$ cat src/rtl/i2c_pkg.sv
// Shared definitions for the N-byte I2C master: FSM states, SCL quarter-phase
// indices and the R/W bit encoding.
package i2c_pkg;

  typedef enum logic [3:0] {
    ST_IDLE,
    ST_START,
    ST_ADDR,
    ST_ADDR_ACK,
    ST_WRITE,
    ST_WACK,
    ST_READ,
    ST_MACK,
    ST_STOP
  } state_e;

  typedef logic [1:0] phase_t;

  localparam phase_t PH_LOW0  = 2'd0;
  localparam phase_t PH_LOW1  = 2'd1;
  localparam phase_t PH_HIGH0 = 2'd2;
  localparam phase_t PH_HIGH1 = 2'd3;

  localparam int DEFAULT_CLK_DIV = 4;

  localparam logic I2C_WRITE = 1'b0;
  localparam logic I2C_READ  = 1'b1;

endpackage

$ cat src/rtl/i2c_bit_timer.sv
// Bit-time generator: CLK_DIV prescaler feeding a 2-bit quarter-phase counter.
// Held at phase 0 whenever the master is not busy.
module i2c_bit_timer
  import i2c_pkg::*;
#(
  parameter int CLK_DIV = DEFAULT_CLK_DIV
) (
  input  logic   clk,
  input  logic   reset,
  input  logic   en,
  output phase_t phase,
  output logic   bit_end,
  output logic   sample
);

  localparam int DW = (CLK_DIV > 1) ? $clog2(CLK_DIV) : 1;

  logic [DW-1:0] div_q, div_d;
  phase_t        phase_q, phase_d;
  logic          quarter_end;

  assign quarter_end = (div_q == DW'(CLK_DIV - 1));

  always_comb begin
    div_d   = div_q;
    phase_d = phase_q;
    if (!en) begin
      div_d   = '0;
      phase_d = PH_LOW0;
    end else if (quarter_end) begin
      div_d   = '0;
      phase_d = phase_q + 2'd1;
    end else begin
      div_d = div_q + DW'(1);
    end
  end

  always_ff @(posedge clk) begin
    if (reset) begin
      div_q   <= '0;
      phase_q <= PH_LOW0;
    end else begin
      div_q   <= div_d;
      phase_q <= phase_d;
    end
  end

  assign phase   = phase_q;
  assign bit_end = en && quarter_end && (phase_q == PH_HIGH1);
  assign sample  = en && quarter_end && (phase_q == PH_HIGH0);

endmodule

$ cat src/rtl/i2c_master_nbyte.sv
// Single-master 7-bit-address I2C engine moving 0..NBYTES bytes per transaction,
// with slave-NACK early STOP and BUSY/DONE handshake.
module i2c_master_nbyte
  import i2c_pkg::*;
#(
  parameter  int NBYTES  = 2,
  parameter  int CLK_DIV = DEFAULT_CLK_DIV,
  localparam int BW      = $clog2(NBYTES + 1)
) (
  input  logic                clk,
  input  logic                RESET,
  input  logic                START_STB,
  input  logic                RNW,
  input  logic [6:0]          I2C_ADDR,
  input  logic [BW-1:0]       NUM_BYTES,
  input  logic [8*NBYTES-1:0] WR_DATA,
  input  logic                SDA_IN,
  output logic [8*NBYTES-1:0] RD_DATA,
  output logic                SDA_OUT,
  output logic                SDA_OE,
  output logic                SCL,
  output logic                BUSY,
  output logic                DONE,
  output logic                NACK
);

  state_e              state_q, state_d;
  logic                rnw_q, rnw_d;
  logic [6:0]          addr_q, addr_d;
  logic [BW-1:0]       nbytes_q, nbytes_d;
  logic [8*NBYTES-1:0] wr_q, wr_d;
  logic [8*NBYTES-1:0] rd_q, rd_d;
  logic [7:0]          shift_q, shift_d;
  logic [2:0]          bit_cnt_q, bit_cnt_d;
  logic [BW-1:0]       byte_cnt_q, byte_cnt_d;
  logic                ack_q, ack_d;
  logic                nack_q, nack_d;
  logic                done_q, done_d;

  phase_t phase;
  logic   bit_end;
  logic   sample;
  logic   busy;
  logic   last_byte;

  // Byte 0 is the most significant byte of the payload vectors.
  function automatic logic [7:0] wr_byte(input logic [8*NBYTES-1:0] data,
                                         input logic [BW-1:0] k);
    wr_byte = 8'h00;
    for (int i = 0; i < NBYTES; i++)
      if (k == BW'(i)) wr_byte = data[8*(NBYTES-1-i) +: 8];
  endfunction

  assign busy      = (state_q != ST_IDLE);
  assign last_byte = ((byte_cnt_q + BW'(1)) == nbytes_q);

  i2c_bit_timer #(
    .CLK_DIV(CLK_DIV)
  ) u_bit_timer (
    .clk    (clk),
    .reset  (RESET),
    .en     (busy),
    .phase  (phase),
    .bit_end(bit_end),
    .sample (sample)
  );

  always_comb begin
    state_d    = state_q;
    rnw_d      = rnw_q;
    addr_d     = addr_q;
    nbytes_d   = nbytes_q;
    wr_d       = wr_q;
    rd_d       = rd_q;
    shift_d    = shift_q;
    bit_cnt_d  = bit_cnt_q;
    byte_cnt_d = byte_cnt_q;
    ack_d      = sample ? SDA_IN : ack_q;
    nack_d     = nack_q;
    done_d     = 1'b0;

    case (state_q)
      ST_IDLE: begin
        if (START_STB) begin
          state_d    = ST_START;
          rnw_d      = RNW;
          addr_d     = I2C_ADDR;
          nbytes_d   = (NUM_BYTES > BW'(NBYTES)) ? BW'(NBYTES) : NUM_BYTES;
          wr_d       = WR_DATA;
          rd_d       = '0;
          nack_d     = 1'b0;
          bit_cnt_d  = '0;
          byte_cnt_d = '0;
        end
      end
      ST_START: begin
        if (bit_end) begin
          state_d   = ST_ADDR;
          shift_d   = {addr_q, rnw_q};
          bit_cnt_d = '0;
        end
      end
      ST_ADDR, ST_WRITE: begin
        if (bit_end) begin
          if (bit_cnt_q == 3'd7) begin
            state_d = (state_q == ST_ADDR) ? ST_ADDR_ACK : ST_WACK;
          end else begin
            shift_d   = {shift_q[6:0], 1'b0};
            bit_cnt_d = bit_cnt_q + 3'd1;
          end
        end
      end
      ST_ADDR_ACK: begin
        if (bit_end) begin
          bit_cnt_d  = '0;
          byte_cnt_d = '0;
          if (ack_q) begin
            nack_d  = 1'b1;
            state_d = ST_STOP;
          end else if (nbytes_q == '0) begin
            state_d = ST_STOP;
          end else if (rnw_q == I2C_READ) begin
            state_d = ST_READ;
          end else begin
            state_d = ST_WRITE;
            shift_d = wr_byte(wr_q, '0);
          end
        end
      end
      ST_WACK: begin
        if (bit_end) begin
          if (ack_q) begin
            nack_d  = 1'b1;
            state_d = ST_STOP;
          end else begin
            byte_cnt_d = byte_cnt_q + BW'(1);
            bit_cnt_d  = '0;
            if (last_byte) begin
              state_d = ST_STOP;
            end else begin
              state_d = ST_WRITE;
              shift_d = wr_byte(wr_q, byte_cnt_q + BW'(1));
            end
          end
        end
      end
      ST_READ: begin
        if (sample) shift_d = {shift_q[6:0], SDA_IN};
        if (bit_end) begin
          if (bit_cnt_q == 3'd7) begin
            state_d = ST_MACK;
            for (int i = 0; i < NBYTES; i++)
              if (byte_cnt_q == BW'(i)) rd_d[8*(NBYTES-1-i) +: 8] = shift_q;
          end else begin
            bit_cnt_d = bit_cnt_q + 3'd1;
          end
        end
      end
      ST_MACK: begin
        if (bit_end) begin
          byte_cnt_d = byte_cnt_q + BW'(1);
          bit_cnt_d  = '0;
          state_d    = last_byte ? ST_STOP : ST_READ;
        end
      end
      ST_STOP: begin
        if (bit_end) begin
          state_d = ST_IDLE;
          done_d  = 1'b1;
        end
      end
      default: state_d = ST_IDLE;
    endcase
  end

  always_ff @(posedge clk) begin
    if (RESET) begin
      state_q    <= ST_IDLE;
      rnw_q      <= 1'b0;
      addr_q     <= '0;
      nbytes_q   <= '0;
      wr_q       <= '0;
      rd_q       <= '0;
      shift_q    <= '0;
      bit_cnt_q  <= '0;
      byte_cnt_q <= '0;
      ack_q      <= 1'b0;
      nack_q     <= 1'b0;
      done_q     <= 1'b0;
    end else begin
      state_q    <= state_d;
      rnw_q      <= rnw_d;
      addr_q     <= addr_d;
      nbytes_q   <= nbytes_d;
      wr_q       <= wr_d;
      rd_q       <= rd_d;
      shift_q    <= shift_d;
      bit_cnt_q  <= bit_cnt_d;
      byte_cnt_q <= byte_cnt_d;
      ack_q      <= ack_d;
      nack_q     <= nack_d;
      done_q     <= done_d;
    end
  end

  // Bus pins decode from registered state, so SDA only moves on bit boundaries
  // except for the deliberate mid-bit edges of START and STOP.
  always_comb begin
    SCL     = 1'b1;
    SDA_OUT = 1'b1;
    SDA_OE  = 1'b1;
    case (state_q)
      ST_START: SDA_OUT = (phase < PH_HIGH0);
      ST_ADDR, ST_WRITE: begin
        SCL     = phase[1];
        SDA_OUT = shift_q[7];
      end
      ST_ADDR_ACK, ST_WACK, ST_READ: begin
        SCL    = phase[1];
        SDA_OE = 1'b0;
      end
      ST_MACK: begin
        SCL     = phase[1];
        SDA_OUT = last_byte;
      end
      ST_STOP: begin
        SCL     = phase[1];
        SDA_OUT = (phase == PH_HIGH1);
      end
      default: ;
    endcase
  end

  assign BUSY    = busy;
  assign DONE    = done_q;
  assign NACK    = nack_q;
  assign RD_DATA = rd_q;

endmodule

$ cat config.mk
export PLATFORM = sky130hd
export DESIGN_NAME = i2c_master_nbyte
export DESIGN_NICKNAME = d
export VERILOG_FILES = /design/src/rtl/i2c_pkg.sv /design/src/rtl/i2c_bit_timer.sv /design/src/rtl/i2c_master_nbyte.sv
export SDC_FILE = /design/constraint.sdc
export NUM_CORES = 1
export LEC_CHECK = 0
export ABC_AREA = 1
export BUFFER_PORTS_ARGS = -buffer_cell sky130_fd_sc_hd__buf_2
export CORE_MARGIN = 2
export CORE_UTILIZATION = 40
export DETAILED_ROUTE_END_ITERATION = 6
export HOLD_SLACK_MARGIN = 0.05
export PLACE_DENSITY = 0.72
export SLEW_MARGIN = 20
export SYNTH_ARGS = -nofsm -noshare
export SYNTH_HDL_FRONTEND = slang
export SYNTH_HIERARCHICAL = 1
export SYNTH_SLANG_ARGS = --single-unit
$ cat constraint.sdc
create_clock -name clk -period 1.9 [get_ports clk]
set_input_delay 0.285 -clock clk [delete_from_list [all_inputs] [get_ports clk]]
set_output_delay 0.285 -clock clk [all_outputs]
set_load 0.005 [all_outputs]
==> impl_metrics.env <==
export IMPL_dp_hpwl_mm=6.14
export IMPL_max_freq_ghz=0.523
export IMPL_cts_sinks=66
export IMPL_total_power_mw=5.64
export IMPL_synthCells=508
export IMPL_cts_hold_fix_buffers=0
export IMPL_crit_path_cell_trace="inv_2, ha_4, inv_2, nand2_1, nand2_1, nand2_2, nor2_4, nor2_1, o311ai_1, buf_2"
export IMPL_worstSetupPathType="reg -> out"
export IMPL_multiInputGateArea_mm2=0.00183
export IMPL_route_antenna_remaining_nets=0
export IMPL_violations="negative setup slack"
export IMPL_drt_iter0_markers=196
export IMPL_async_flop_share_pct=0
export IMPL_ios=52
export IMPL_fin_skew_ns=0.0111
export IMPL_arrival_ns=1.63
export IMPL_r2r_end="RD_DATA[8]"
export IMPL_syn_area_per_cell_um2=6.64
export IMPL_ys_seq_elements=66
export IMPL_insertion_delay_ns=0.35
export IMPL_synth_cell_area_mm2=0.00337
export IMPL_cts_clk_slew_worst_paths_ns=0.08
export IMPL_cp_required_ns=1.62
export IMPL_cts_buffers=9
export IMPL_slew_viol_final=0
export IMPL_final_common_cell="nand2_1"
export IMPL_worstReg2RegStart="state_q[1]"
export IMPL_layout_common_cells="130 x nand2_1, 67 x nor2_1, 62 x dfxtp_1"
export IMPL_p_leak_nw=1.93
export IMPL_rsz0062_at_grt="yes"
export IMPL_initial_core_util_pct=41.2
export IMPL_gp_congestion=0.870
export IMPL_outcome="finished, violations left"
export IMPL_slew_headroom_pct=73.8
export IMPL_crit_slowest_cell="dfxtp_2"
export IMPL_drv_cap=0
export IMPL_drc=0
export IMPL_grt_pass1_vias=3039
export IMPL_cts_root_buf="clkbuf_8"
export IMPL_core_area_mm2=0.00818
export IMPL_r2r_slack_ns=0.10
export IMPL_numPortBuffers=51
export IMPL_grt_pass1_wl_mm=14.0
export IMPL_syn_num_nets=547
export IMPL_setup_viol=1
export IMPL_post_route_min_period_ns=1.91
export IMPL_worstSetupEndpointType="output port"
export IMPL_drive_above_1_share_pct=24.0
export IMPL_clockBufferDepth=2
export IMPL_synth_ff_type="dfxtp_1"
export IMPL_area_growth_pct=23.5
export IMPL_antenna_found_initial=0
export IMPL_track_usage_pct=19.7
export IMPL_start_kind="flip-flop"
export IMPL_ir_drop_mv=0.760
export IMPL_drt_total_wl_mm=8.60
export IMPL_num_rows=33
export IMPL_cts_tree="built"
export IMPL_htree_levels=3
export IMPL_synth_edff_count=0
export IMPL_grt_ovfl_total=0
export IMPL_vias_per_cell=4.90
export IMPL_hold_path_class="in -> reg"
export IMPL_seq_area_frac_synth_pct=39.2
export IMPL_wire_per_inst_um=12.6
export IMPL_hold_viol=0
export IMPL_num_antenna_cells=0
export IMPL_nets=614
export IMPL_grt_max_degree=32
export IMPL_ff_latch_area_mm2=0.00133
export IMPL_first_pass_iters=5
export IMPL_setup_ws_ns=-0.0114
export IMPL_fp_dieW_um=95.8
export IMPL_reg2reg_depth=10
export IMPL_synth_cell_types=29
export IMPL_worst_pin_slew_ns=0.392
export IMPL_min_to="nbytes_q[0]"
export IMPL_vias=3355
export IMPL_fin_crit_sh_pct=101
export IMPL_dieArea_mm2=0.00918
export IMPL_worstPathMaxFanout=3
export IMPL_hold_path_depth=3
export IMPL_holdCritStartpoint="NUM_BYTES[0]"
export IMPL_ys_warn_count=6
export IMPL_critPathMaxStageDelay_ns=0.35
export IMPL_powerDensity_mw_per_mm2=1350
export IMPL_final_util_pct=50.9
export IMPL_fp_dieH_um=95.8
export IMPL_n_fill_cell=835
## cell families (layout without fill, tap and decap cells)
logic type / after synthesis / after routing / synth area share (%)
and+or+nand+nor: 276 / 276 / 34.6
buffers and inverters: 72 / 144 / 8.95
adders and majority gates: 9 / 9 / 3.34
DFF: 66 / 66 / 39.2
AOI/OAI and AO/OA: 85 / 85 / 14.0
## metrics by stage
stage	setup WS (ns)	cell area (µm²)	hold WS, ns	TNS (ns)	cells
2_1_floorplan	0.0468	3370	0.398	0	508
3_3_place_gp	0.109	3770	0.407	0	659
3_5_place_dp	-0.00114	3770	0.417	-0.00114	659
4_1_cts	-0.0235	4090	0.179	-0.0249	681
5_1_grt	-0.109	4160	0.183	-0.729	685
6_report	-0.0114	4160	0.187	-0.0114	685
## metal layers
metal  global-route usage [%]  vias up  share of wire [%]
met1                     26.7     1485                 50
met3                     3.68       12                4.6
met4                     8.69        0                1.8
li1                         -     1776                  -
met5                        0        -                  0
met2                     30.7       82                 43
## worst max-delay path, delay by kind of cell (launching register included)
| family | cells | cell delay (ns) |
|---|---|---|
| simple gates | 5 | 0.35 |
| fa+ha+maj | 1 | 0.27 |
| compound gates | 1 | 0.09 |
| buf+inv | 3 | 0.22 |
| flops | 1 | 0.35 |
## Yosys cell counts, drive strengths merged (2+ instances only)
cell type | n | area (µm²)
a211oi | 6 | 45.0
a21oi | 44 | 220
and3 | 3 | 21.3
buf | 13 | 80.1
clkbuf | 9 | 33.8
dfxtp | 66 | 1320
ha | 9 | 113
inv | 50 | 188
nand2 | 141 | 539
nand3 | 48 | 240
nand4 | 2 | 12.5
nor2 | 79 | 329
nor3 | 2 | 15.0
o211ai | 8 | 60.1
o21ai | 23 | 115
## final cells by class
| class | count | share of cell area [%] |
|---|---|---|
| Sequential cell | 66 | 31.9 |
| Tap cell | 105 | 3.16 |
| Clock buffer | 12 | 3.97 |
| Timing Repair Buffer | 78 | 11.5 |
| Inverter | 50 | 4.81 |
| Clock inverter | 4 | 0.781 |
| Multi-Input combinational cell | 370 | 44.0 |
## sequential cells by signal, summed over array words and instances (netlist names), 2 cells and up
register	flops
RD_DATA	16
addr_q	7
bit_cnt_q	3
byte_cnt_q	2
nbytes_q	2
shift_q	8
state_q	4
u_bit_timer/div_q	2
u_bit_timer/phase	2
wr_q	16
## where the power goes
part | leakage (nW) | total [mW] | switching (mW) | internal (mW)
combinational | 1.29 | 2.50 | 1.54 | 0.963
sequential | 0.543 | 1.98 | 0.216 | 1.76
clock | 0.0952 | 1.16 | 0.572 | 0.587
total | 1.93 | 5.64 | 2.33 | 3.31
## worst max path at each step
| stage | from | end | depth (start not counted) |
|---|---|---|---|
| 6_report | byte_cnt_q[1] | SDA_OUT | 10 |
| 5_1_grt | byte_cnt_q[0] | SDA_OUT | 10 |
| 4_1_cts | byte_cnt_q[1] | SDA_OUT | 10 |
| 3_5_place_dp | byte_cnt_q[1] | shift_q[7] | 13 |
| 3_3_place_gp | byte_cnt_q[1] | shift_q[4] | 13 |
| 2_1_floorplan | state_q[0] | shift_q[5] | 14 |
## timing repair
action                     4_1_cts  5_1_grt
gates resized for setup         24       12
setup endpoints to repair       10       26
setup buffers                    6        4
pin swaps                        6        2
gates cloned                     0        0
(Power assumes the default switching activity.)
